### src/rtl/core_pkg.sv
// Shared types and default widths for the unified-memory port arbiter.
// Pure declarations; no logic, latency or flow control lives here.
package core_pkg;

  localparam int CORE_ADDR_W = 64;
  localparam int CORE_DATA_W = 64;

  typedef enum logic {IDLE = 1'b0, WAIT = 1'b1} arb_state_e;
  typedef enum logic {OWN_IF = 1'b0, OWN_D = 1'b1} owner_e;

endpackage

### src/rtl/arb_prio_sel.sv
// Fetch/data priority pick with anti-starvation counter; selection is combinational (0 cycles).
// Selects nothing unless gnt_en is high; a losing request simply stays pending upstream.
module arb_prio_sel #(
  parameter int STARVE_MAX = 4
) (
  input  logic clk,
  input  logic rst,
  input  logic if_req,
  input  logic d_req,
  input  logic gnt_en,
  output logic sel_if,
  output logic sel_d
);

  localparam int SW = $clog2(STARVE_MAX + 1);
  localparam logic [SW-1:0] SMAX = SW'(STARVE_MAX);

  logic [SW-1:0] starve_cnt;
  logic          starved;

  assign starved = (starve_cnt == SMAX);

  // A saturated counter only flips priority while fetch is actually asking.
  assign sel_if = gnt_en & if_req & (~d_req | starved);
  assign sel_d  = gnt_en & d_req & ~sel_if;

  always_ff @(posedge clk or negedge rst) begin
    if (!rst) begin
      starve_cnt <= '0;
    end else if (sel_if) begin
      starve_cnt <= '0;
    end else if (sel_d) begin
      if (!if_req)
        starve_cnt <= '0;
      else if (!starved)
        starve_cnt <= starve_cnt + SW'(1);
    end
  end

endmodule

### src/rtl/mem_port_arbiter.sv
// Shares one fixed-latency memory between fetch and data requesters, one transaction in flight.
// Grant is same-cycle from req; rvalid follows MEM_LAT cycles later; requesters hold req until gnt.
module mem_port_arbiter
  import core_pkg::*;
#(
  parameter int ADDR_W     = CORE_ADDR_W,
  parameter int DATA_W     = CORE_DATA_W,
  parameter int MEM_LAT    = 2,
  parameter int STARVE_MAX = 4
) (
  input  logic                clk,
  input  logic                rst,
  input  logic                if_req,
  input  logic [ADDR_W-1:0]   if_addr,
  output logic                if_gnt,
  output logic                if_rvalid,
  output logic [DATA_W-1:0]   if_rdata,
  input  logic                d_req,
  input  logic                d_we,
  input  logic [ADDR_W-1:0]   d_addr,
  input  logic [DATA_W-1:0]   d_wdata,
  input  logic [DATA_W/8-1:0] d_wstrb,
  output logic                d_gnt,
  output logic                d_rvalid,
  output logic [DATA_W-1:0]   d_rdata,
  output logic                mem_en,
  output logic                mem_we,
  output logic [ADDR_W-1:0]   mem_addr,
  output logic [DATA_W-1:0]   mem_wdata,
  output logic [DATA_W/8-1:0] mem_wstrb,
  input  logic [DATA_W-1:0]   mem_rdata
);

  localparam int CW = $clog2(MEM_LAT + 1);

  arb_state_e    state;
  owner_e        owner;
  logic          own_we;
  logic [CW-1:0] cnt;
  logic          gnt_en;
  logic          sel_if;
  logic          sel_d;
  logic          rsp;

  // Gating with rst keeps every output at 0 while reset is held, even with requests pending.
  assign gnt_en = rst & (state == IDLE);

  arb_prio_sel #(
    .STARVE_MAX(STARVE_MAX)
  ) u_sel (
    .clk   (clk),
    .rst   (rst),
    .if_req(if_req),
    .d_req (d_req),
    .gnt_en(gnt_en),
    .sel_if(sel_if),
    .sel_d (sel_d)
  );

  assign if_gnt = sel_if;
  assign d_gnt  = sel_d;

  assign rsp       = (state == WAIT) & (cnt == CW'(1));
  assign if_rvalid = rsp & (owner == OWN_IF);
  assign d_rvalid  = rsp & (owner == OWN_D);
  assign if_rdata  = if_rvalid ? mem_rdata : '0;
  assign d_rdata   = (d_rvalid && !own_we) ? mem_rdata : '0;

  always_comb begin
    mem_en    = sel_if | sel_d;
    mem_we    = sel_d & d_we;
    mem_addr  = '0;
    mem_wdata = '0;
    mem_wstrb = '0;
    if (sel_d) begin
      mem_addr  = d_addr;
      mem_wdata = d_wdata;
      mem_wstrb = d_wstrb;
    end else if (sel_if) begin
      mem_addr = if_addr;
    end
  end

  always_ff @(posedge clk or negedge rst) begin
    if (!rst) begin
      state  <= IDLE;
      cnt    <= '0;
      owner  <= OWN_IF;
      own_we <= 1'b0;
    end else if (state == IDLE) begin
      if (sel_if || sel_d) begin
        state  <= WAIT;
        cnt    <= CW'(MEM_LAT);
        owner  <= sel_d ? OWN_D : OWN_IF;
        own_we <= sel_d & d_we;
      end
    end else begin
      cnt <= cnt - CW'(1);
      if (cnt == CW'(1))
        state <= IDLE;
    end
  end

endmodule

### config.mk
export PLATFORM = sky130hd
export DESIGN_NAME = mem_port_arbiter
export DESIGN_NICKNAME = d
export VERILOG_FILES = /design/src/rtl/core_pkg.sv /design/src/rtl/arb_prio_sel.sv /design/src/rtl/mem_port_arbiter.sv
export SDC_FILE = /design/constraint.sdc
export NUM_CORES = 1
export LEC_CHECK = 0
export ABC_CLOCK_PERIOD_IN_PS = 1650
export BUFFER_PORTS_ARGS = -buffer_cell sky130_fd_sc_hd__buf_2
export CAP_MARGIN = 10
export CORE_AREA = 2 2 212 214
export DETAILED_ROUTE_END_ITERATION = 6
export DIE_AREA = 0 0 214 216
export GPL_TIMING_DRIVEN = 0
export SLEW_MARGIN = 25
export SYNTH_ARGS = -nofsm -noshare
export SYNTH_HDL_FRONTEND = slang
export SYNTH_SLANG_ARGS = --single-unit
### constraint.sdc
create_clock -name clk -period 1.65 [get_ports clk]
set_input_delay 0.33 -clock clk [delete_from_list [all_inputs] [get_ports clk]]
set_output_delay 0.33 -clock clk [all_outputs]
set_load 0.02 [all_outputs]
==> results.py, run 1 <==
metrics = {
    "status": {
        "status": "finished with violations",
        "violations": "negative setup slack",
    },
    "clock_tree": {
        "cts_root_buf": "clkbuf_16",
        "cts.path.max_buffers": 2,
        "htree_num_levels": 1,
        "cts_sinks": 8,
        "clk_pin_slew_worst_paths_ns": 0.04,
        "cts_tree": "yes",
        "clkLatencyLatePin_ns": 0.23,
        "numCtsBuffers": 3,
    },
    "critical_path": {
        "slowest_delay_ns": 0.38,
        "r2r-start": "u_sel.starve_cnt[1]",
        "critPathMostFrequentCell": "buf_12",
        "cp_data_arrival_time_ns": 1.84,
        "reg2reg_to": "u_sel.starve_cnt[0]",
        "path_cells": "inv_2, ha_4, nand3_2, and3_4, buf_8, buf_12, buf_12, a22o_4, buf_6",
        "critPathKind": "reg -> out",
        "required_ns": 1.32,
        "slowest_stage": "dfrtp_1",
        "worst_setup_path_start_kind": "flip-flop",
        "crit_fanout": 6,
        "r2r_slack_ns": -0.02,
        "worstSetupEndpointType": "primary output",
        "ff2ff_path_depth": 9,
    },
    "power_and_ir_drop": {
        "switchingPower_w": 0.00268,
        "peakVddDrop_mv": 0.371,
        "p_per_area_mw_per_mm2": 716,
        "leakage_nw": 4.56,
        "totalPowerFinal_w": 0.00621,
        "clkPwrFrac_pct": 6.6,
        "power.share.sequential_pct": 6.4,
        "swShare_pct": 43.2,
        "internal-power_w": 0.00353,
        "p_comb_share_pct": 87.1,
    },
    "synthesis": {
        "seq_area_frac_synth_pct": 8.13,
        "yosysTopAreaCell": "and2_1",
        "yosysTopAreaCellShare_pct": 51.1,
        "ys_seq_elements": 8,
        "synth_cell_types": 26,
        "synth.avg_cell_area_um2": 7.13,
        "netlist_area_mm2": 0.00246,
        "synth_area_leaders": "and2_1 51%, a22o_1 23%, dfrtp_1 8.1%",
        "syn_inst": 345,
        "synth_nets": 617,
        "yosys_warnings": 0,
    },
    "timing": {
        "setup_ws_ns": -0.524,
        "fin_hold_ws_ns": 0.367,
        "grt_setup_unrepaired": "true",
        "fmax_mhz": 460,
        "setup_viol": 270,
        "skew_ns": 0.00272,
        "relSlewSlack_pct": 60.6,
        "period_needed_ns": 2.17,
        "finalCritPeriodShare_pct": 132,
        "slew_violations": 0,
        "worst_pin_slew_ns": 0.587,
        "hold_viol_final": 0,
    },
    "placed_design": {
        "place_congestion": 0.916,
        "dp_hpwl_um": 20500,
        "postPlaceCellArea_mm2": 0.00638,
        "portBuffers": 538,
    },
    "floorplanning": {
        "die_x_um": 214,
        "die_area_mm2": 0.0462,
        "core.rowCount": 77,
        "coreArea_mm2": 0.0438,
        "die_y_um": 216,
        "io_pins": 539,
        "start_util_pct": 5.61,
    },
    "global_routing": {
        "track_usage_pct": 9.29,
        "grt_max_degree": 11,
        "grt-ovfl-total": 0,
        "antenna_found_initial": 18,
        "grt_pass1_wl_um": 32100,
        "grt_pass1_vias": 5006,
    },
    "route": {
        "drt_iter0_drc": 93,
        "vias": 5165,
        "viasPerCell": 3.38,
        "wirelength_um": 25900,
        "drc_errors": 0,
        "first_pass_iters": 4,
        "wl_per_cell_um": 16.9,
        "ant_nets": 0,
    },
    "finish": {
        "layout_commonest_cell": "buf_2",
        "nets": 1201,
        "mostFrequentLayoutCells": "325 x buf_2, 183 x buf_6, 118 x and2_4",
        "drive_gt1_share_pct": 89.0,
        "area.growth.synth_to_final_pct": 252,
        "finalInstanceArea_mm2": 0.00867,
    },
    "hold_path": {
        "whs_endpoint": "own_we",
        "hold_start": "d_we",
        "min_path_cells": 2,
        "hold_path.class": "in -> reg",
    },
    "job": {
        "maxCapViolations": 0,
    },
}
[how the worst max path moves through the flow]
| stage | startpoint | to | slack, ns | cells past startpoint |
|---|---|---|---|---|
| 6_report | u_sel.starve_cnt[1] | mem_addr[47] | -0.52 | 9 |
| 5_1_grt | u_sel.starve_cnt[1] | mem_addr[47] | -0.59 | 9 |
| 4_1_cts | u_sel.starve_cnt[0] | mem_addr[47] | -0.58 | 9 |
| 3_5_place_dp | cnt[1] | if_rdata[46] | -0.93 | 8 |
| 3_3_place_gp | cnt[1] | if_rdata[46] | -0.89 | 8 |
| 2_1_floorplan | u_sel.starve_cnt[0] | mem_addr[10] | -0.13 | 7 |
[power by group through the flow]
| stage | clock network (W) | registers [W] | logic (W) |
|---|---|---|---|
| 4_1_cts | 0.000417 | 0.000374 | 0.00428 |
| 6_report | 0.000407 | 0.000396 | 0.00541 |
| 2_1_floorplan | 0 | 0.000346 | 0.00228 |
| 3_5_place_dp | 0 | 0.000370 | 0.00360 |
| 5_1_grt | 0.000425 | 0.000414 | 0.00567 |
| 3_3_place_gp | 0 | 0.000363 | 0.00355 |
[metrics by stage]
step	instances	utilization (%)	worst slack (ns)	setup TNS [ns]
floorplan	345	-	-0.127	-12.90
CTS	1491	16.5	-0.579	-133.97
global placement	1475	14.5	-0.889	-129.04
global route	1525	19.8	-0.585	-133.60
finish	1527	19.8	-0.524	-115.75
detailed placement	1475	14.5	-0.927	-134.36
[cells by family after synthesis]
group / Yosys count / share of synthesized area [%]
buffers and inverters: 43 / 10.1
adders and majority gates: 3 / 1.53
AOI/OAI and AO/OA: 75 / 25.9
DFF: 8 / 8.13
and+or+nand+nor: 216 / 54.3
[state kept, by name, indices dropped and copies added (netlist names)]
name,cells
own_we,1
u_sel.starve_cnt,3
owner,1
cnt,2
state,1
[synthesized netlist by cell type, drive strengths merged]
library cell / instances
and2: 201
a22o: 66
buf: 19
clkbuf: 18
dfrtp: 8
inv: 6
nand2: 4
ha: 3
nor2b: 3
o21ai: 3
and3: 2
nor2: 2
a21o: 1
a21oi: 1
a2bb2oi: 1
a31oi: 1
a32o: 1
nand2b: 1
nand3: 1
nand3b: 1
nor3b: 1
o22ai: 1
[repair_timing]
item                       in CTS  in global routing
hold buffers                    1                  0
setup endpoints to repair     270                271
hold endpoints to repair        8                  0
pin swaps                       4                 30
buffers inserted                7                 13
gates cloned                    5                 15
resized for setup             217                319
[worst max-delay path: cells and delay by family, from the launching register on]
| kind | cells | cell delay [ns] |
|---|---|---|
| buffers and inverters | 5 | 0.62 |
| AND/OR/NAND/NOR | 2 | 0.20 |
| AO/OA/AOI/OAI | 1 | 0.24 |
| adder cells (fa/ha/maj) | 1 | 0.14 |
| flip-flops | 1 | 0.38 |
[cell type report]
| class | count | area (µm²) |
|---|---|---|
| diodes | 8 | 20.0 |
| clock buffers | 3 | 75.1 |
| plain buffers | 37 | 548 |
| multi-input cells | 294 | 2540 |
| well taps | 592 | 741 |
| repair buffers | 579 | 4530 |
| fillers | 4716 | 35200 |
| flip-flops and latches | 8 | 201 |
| inverters | 6 | 22.5 |
[metal layers]
metal | vias up | track usage (%) | part of all wire [%]
met1 | 2374 | 9.30 | 35
met5 | - | 0 | 0.32
met2 | 383 | 17.8 | 52
li1 | 2331 | - | -
met4 | 14 | 3.29 | 3.8
met3 | 63 | 3.11 | 9.0
Power figures use the tool's default switching activity.
==> run 2: changes to the inputs <==
Settings changed: PLACE_DENSITY from default to 0.31.
==> results.py, run 2 (same netlist as run 1, synthesis figures left out) <==
metrics = {
    "clock_tree": {
        "cts.path.max_buffers": 2,
        "cts_root_buf": "clkbuf_16",
        "clkLatencyLatePin_ns": 0.23,
        "htree_num_levels": 1,
        "cts_tree": "yes",
        "cts_sinks": 8,
        "numCtsBuffers": 3,
        "clk_pin_slew_worst_paths_ns": 0.04,
    },
    "timing": {
        "setup_ws_ns": -0.529,
        "slew_violations": 0,
        "fmax_mhz": 459,
        "hold_viol_final": 0,
        "finalCritPeriodShare_pct": 132,
        "grt_setup_unrepaired": "true",
        "setup_viol": 268,
        "skew_ns": 0.00192,
        "period_needed_ns": 2.18,
        "worst_pin_slew_ns": 0.432,
        "relSlewSlack_pct": 71.1,
    },
    "power_and_ir_drop": {
        "peakVddDrop_mv": 0.349,
        "leakage_nw": 4.87,
        "p_per_area_mw_per_mm2": 724,
    },
    "finish": {
        "nFillCells": 4762,
        "antennaDiodeCount": 0,
        "fin_cells": 1537,
        "largest-register": "u_sel.starve_cnt",
        "area.growth.synth_to_final_pct": 292,
        "mostFrequentLayoutCells": "277 x buf_6, 270 x buf_2, 200 x and2_4",
        "nets": 1219,
        "largest_register_ffs": 3,
        "drive_gt1_share_pct": 91.3,
        "layout_commonest_cell": "buf_6",
        "finalInstanceArea_mm2": 0.00966,
        "top_regs": "u_sel.starve_cnt (3), cnt (2)",
    },
    "critical_path": {
        "path_delay_family": "buffers and inverters",
        "slowest_stage": "dfrtp_1",
        "critPathKind": "reg -> out",
        "r2r-start": "u_sel.starve_cnt[0]",
        "ff2ff_path_depth": 9,
        "path_cells": "inv_2, ha_4, nand3_2, and3_4, buf_12, buf_16, buf_12, a22o_4, buf_6",
        "cp_data_arrival_time_ns": 1.85,
        "required_ns": 1.32,
        "reg2reg_to": "owner",
        "crit_cells": 9,
        "worst_setup_path_start_kind": "flip-flop",
        "critical_path_buf_inv_count": 5,
        "r2r_slack_ns": 0.02,
        "crit_fanout": 7,
        "worstSetupEndpointType": "primary output",
        "slowest_delay_ns": 0.39,
        "critPathMostFrequentCell": "buf_12",
    },
    "floorplanning": {
        "die_y_um": 216,
        "die_area_mm2": 0.0462,
        "io_pins": 539,
        "core.rowCount": 77,
        "start_util_pct": 5.61,
        "die_x_um": 214,
        "coreArea_mm2": 0.0438,
    },
    "route": {
        "first_pass_iters": 4,
        "drc_errors": 0,
        "vias": 5129,
        "viasPerCell": 3.34,
        "drt_iter0_drc": 97,
        "wl_per_cell_um": 16.3,
        "wirelength_um": 25100,
        "ant_nets": 0,
    },
    "placed_design": {
        "place_congestion": 0.881,
        "place_ws_ns": -0.900,
        "place_inst": 1475,
        "postPlaceCellArea_mm2": 0.00638,
        "portBuffers": 538,
        "dp_hpwl_um": 18700,
    },
    "global_routing": {
        "track_usage_pct": 9.35,
        "grt_pass1_wl_um": 33100,
        "grt_pass1_vias": 5203,
        "grt-ovfl-total": 0,
        "antenna_found_initial": 5,
        "grt_max_degree": 11,
    },
    "hold_path": {
        "hold_path.class": "in -> reg",
        "min_path_cells": 2,
        "whs_endpoint": "own_we",
        "hold_start": "d_we",
    },
    "status": {
        "status": "finished with violations",
        "violations": "negative setup slack",
    },
    "job": {
        "maxCapViolations": 0,
    },
}
run 2: worst max path at each step:
| stage | from | endpoint | slack [ns] |
|---|---|---|---|
| after detailed placement | cnt[1] | if_rdata[9] | -0.90 |
| after global placement | cnt[1] | if_rdata[9] | -0.78 |
| after global routing | cnt[1] | d_rdata[58] | -0.61 |
| after CTS | cnt[1] | d_rdata[58] | -0.55 |
| final | u_sel.starve_cnt[0] | mem_addr[1] | -0.53 |
| after floorplan | u_sel.starve_cnt[0] | mem_addr[10] | -0.13 |
run 2: final cells by class:
cell class                      count  area, µm²  area share [%]
Sequential cell                     8        201            2.09
Timing Repair Buffer              600       5320            55.1
Multi-Input combinational cell    294       2690            27.8
Inverter                            6       22.5           0.233
Tap cell                          592        741            7.67
Clock buffer                        3       75.1           0.777
Buffer                             34        612            6.34
run 2: repair_timing:
| action | 4_1_cts | 5_1_grt |
|---|---|---|
| resized for setup | 568 | 233 |
| endpoints found under the hold margin | 8 | 0 |
| gates cloned | 18 | 11 |
| hold buffers | 1 | 0 |
| buffers inserted | 18 | 19 |
| pin swaps | 57 | 60 |
| setup endpoints to repair | 270 | 269 |
run 2: power by group:
group | switching, W | total (W) | leakage [nW] | internal, W
registers | 0.000102 | 0.000391 | 0.0991 | 0.000289
logic | 0.00266 | 0.00620 | 4.74 | 0.00354
clock network | 0.0000908 | 0.000403 | 0.0370 | 0.000312
run 2: metal layers:
| layer | vias up | GRT usage (%) | wire length, µm |
|---|---|---|---|
| li1 | 2362 | - | - |
| met4 | 2 | 0.653 | 296 |
| met5 | - | 0 | 14 |
| met3 | 24 | 2.07 | 1820 |
| met2 | 358 | 19.7 | 14100 |
| met1 | 2383 | 9.52 | 8850 |
run 2: through the flow:
step	hold WS (ns)	utilization [%]	total power, W	TNS (ns)
after floorplan	0.0344	-	0.00263	-12.90
after global placement	0.208	14.5	0.00405	-143.51
after detailed placement	0.209	14.5	0.00404	-147.44
after CTS	0.404	19.8	0.00629	-128.01
after global routing	0.424	22.0	0.00739	-136.12
final	0.405	22.0	0.00700	-113.11
==> run 3: changes to the inputs <==
Settings changed: SETUP_SLACK_MARGIN from default to 0.5.
==> results.py, run 3 (same netlist as run 1, synthesis figures left out) <==
metrics = {
    "clock_tree": {
        "cts_root_buf": "clkbuf_16",
        "numCtsBuffers": 3,
        "cts.path.max_buffers": 2,
        "htree_num_levels": 1,
        "clk_pin_slew_worst_paths_ns": 0.04,
        "clkLatencyLatePin_ns": 0.23,
        "cts_tree": "yes",
        "cts_sinks": 8,
    },
    "critical_path": {
        "r2r-start": "u_sel.starve_cnt[1]",
        "r2r_slack_ns": 0.02,
        "worst_setup_path_start_kind": "flip-flop",
        "ff2ff_path_depth": 9,
        "crit_fanout": 5,
        "reg2reg_to": "u_sel.starve_cnt[0]",
        "cp_data_arrival_time_ns": 1.86,
        "critPathKind": "reg -> out",
        "worstSetupEndpointType": "primary output",
        "required_ns": 1.32,
    },
    "status": {
        "violations": "negative setup slack",
        "status": "finished with violations",
    },
    "global_routing": {
        "grt-ovfl-total": 0,
        "grt_max_degree": 11,
        "grt_pass1_wl_um": 33800,
        "grt_pass1_vias": 5301,
        "track_usage_pct": 9.70,
        "antenna_found_initial": 5,
    },
    "finish": {
        "finalInstanceArea_mm2": 0.00969,
        "largest_register_ffs": 3,
        "nets": 1212,
        "mostFrequentLayoutCells": "287 x buf_6, 269 x buf_2, 201 x and2_4",
        "top_regs": "u_sel.starve_cnt (3), cnt (2)",
        "largest-register": "u_sel.starve_cnt",
        "layout_commonest_cell": "buf_6",
        "area.growth.synth_to_final_pct": 294,
        "fin_cells": 1531,
        "drive_gt1_share_pct": 92.2,
    },
    "timing": {
        "skew_ns": 0.00409,
        "slew_violations": 0,
        "hold_viol_final": 0,
        "fmax_mhz": 457,
        "grt_setup_unrepaired": "true",
        "setup_viol": 268,
        "setup_ws_ns": -0.537,
        "relSlewSlack_pct": 73.1,
        "fin_hold_ws_ns": 0.435,
        "finalCritPeriodShare_pct": 133,
        "period_needed_ns": 2.19,
        "worst_pin_slew_ns": 0.402,
    },
    "floorplanning": {
        "die_y_um": 216,
        "start_util_pct": 5.61,
        "die_x_um": 214,
        "die_area_mm2": 0.0462,
        "io_pins": 539,
        "core.rowCount": 77,
        "coreArea_mm2": 0.0438,
    },
    "power_and_ir_drop": {
        "leakage_nw": 4.87,
        "p_per_area_mw_per_mm2": 732,
        "peakVddDrop_mv": 0.377,
    },
    "placed_design": {
        "place_inst": 1475,
        "place_congestion": 0.901,
        "portBuffers": 538,
        "postPlaceCellArea_mm2": 0.00665,
        "dp_hpwl_um": 19500,
    },
    "route": {
        "ant_nets": 0,
        "wirelength_um": 25000,
        "vias": 5073,
        "drt_iter0_drc": 118,
        "wl_per_cell_um": 16.3,
        "drc_errors": 0,
        "first_pass_iters": 4,
        "viasPerCell": 3.31,
    },
    "hold_path": {
        "whs_endpoint": "u_sel.starve_cnt[2]",
        "min_path_cells": 3,
        "hold_start": "if_req",
        "hold_path.class": "in -> reg",
    },
    "job": {
        "maxCapViolations": 0,
    },
}
[run 3: cell type report]
type                            count  area, µm²
Clock buffer                        3       75.1
Fill cell                        4796      34100
Buffer                             37        723
Antenna cell                        1       2.50
Multi-Input combinational cell    294       2760
Sequential cell                     8        201
Tap cell                          592        741
Inverter                            6       22.5
Timing Repair Buffer              590       5160
[run 3: power by group]
| part | switching [W] | internal [W] | total [W] | leakage [nW] |
|---|---|---|---|---|
| sequential | 0.0000998 | 0.000289 | 0.000389 | 0.0991 |
| clock | 0.000100 | 0.000313 | 0.000413 | 0.0370 |
| combinational | 0.00271 | 0.00358 | 0.00629 | 4.73 |
| total | 0.00291 | 0.00418 | 0.00709 | 4.87 |
[run 3: per-stage QoR]
step	setup slack (ns)	power, W	setup TNS (ns)	utilization (%)
floorplan	-0.126	0.00294	-13.18	-
global placement	-0.723	0.00438	-118.53	15.2
detailed placement	-0.760	0.00437	-117.74	15.2
CTS	-0.564	0.00650	-128.14	20.1
global route	-0.620	0.00746	-145.81	22.1
finish	-0.537	0.00709	-124.36	22.1
[run 3: worst max path at each step]
stage                         from       endpoint  slack [ns]
2_1_floorplan  u_sel.starve_cnt[0]   mem_addr[48]       -0.13
5_1_grt                     cnt[1]    d_rdata[60]       -0.62
6_report       u_sel.starve_cnt[1]  mem_wdata[47]       -0.54
4_1_cts                     cnt[1]    d_rdata[45]       -0.56
3_5_place_dp                   rst   mem_addr[63]       -0.76
3_3_place_gp                   rst   mem_addr[63]       -0.72
[run 3: critical path: stages (launching register included)]
cell	delay, ns
dfrtp_1	0.38
inv_2	0.07
ha_4	0.15
nand3_2	0.05
and3_4	0.16
buf_12	0.14
buf_16	0.14
buf_12	0.13
clkbuf_16	0.14
and2_4	0.13
buf_6	0.12
[run 3: repair_timing]
| item | in CTS | in global routing |
|---|---|---|
| hold endpoints to repair | 8 | 0 |
| hold buffers | 1 | 0 |
| endpoints found under the setup margin | 274 | 277 |
| resized for setup | 469 | 190 |
| pin swaps | 10 | 13 |
| buffers inserted | 27 | 1 |
| gates cloned | 13 | 10 |
[run 3: metal layers]
layer / up-vias / GRT usage [%] / wire length [µm]
met5: - / 0 / 27
met4: 4 / 1.42 / 588
met3: 30 / 2.20 / 1880
met2: 349 / 20.1 / 14000
met1: 2341 / 9.83 / 8490
li1: 2349 / - / -
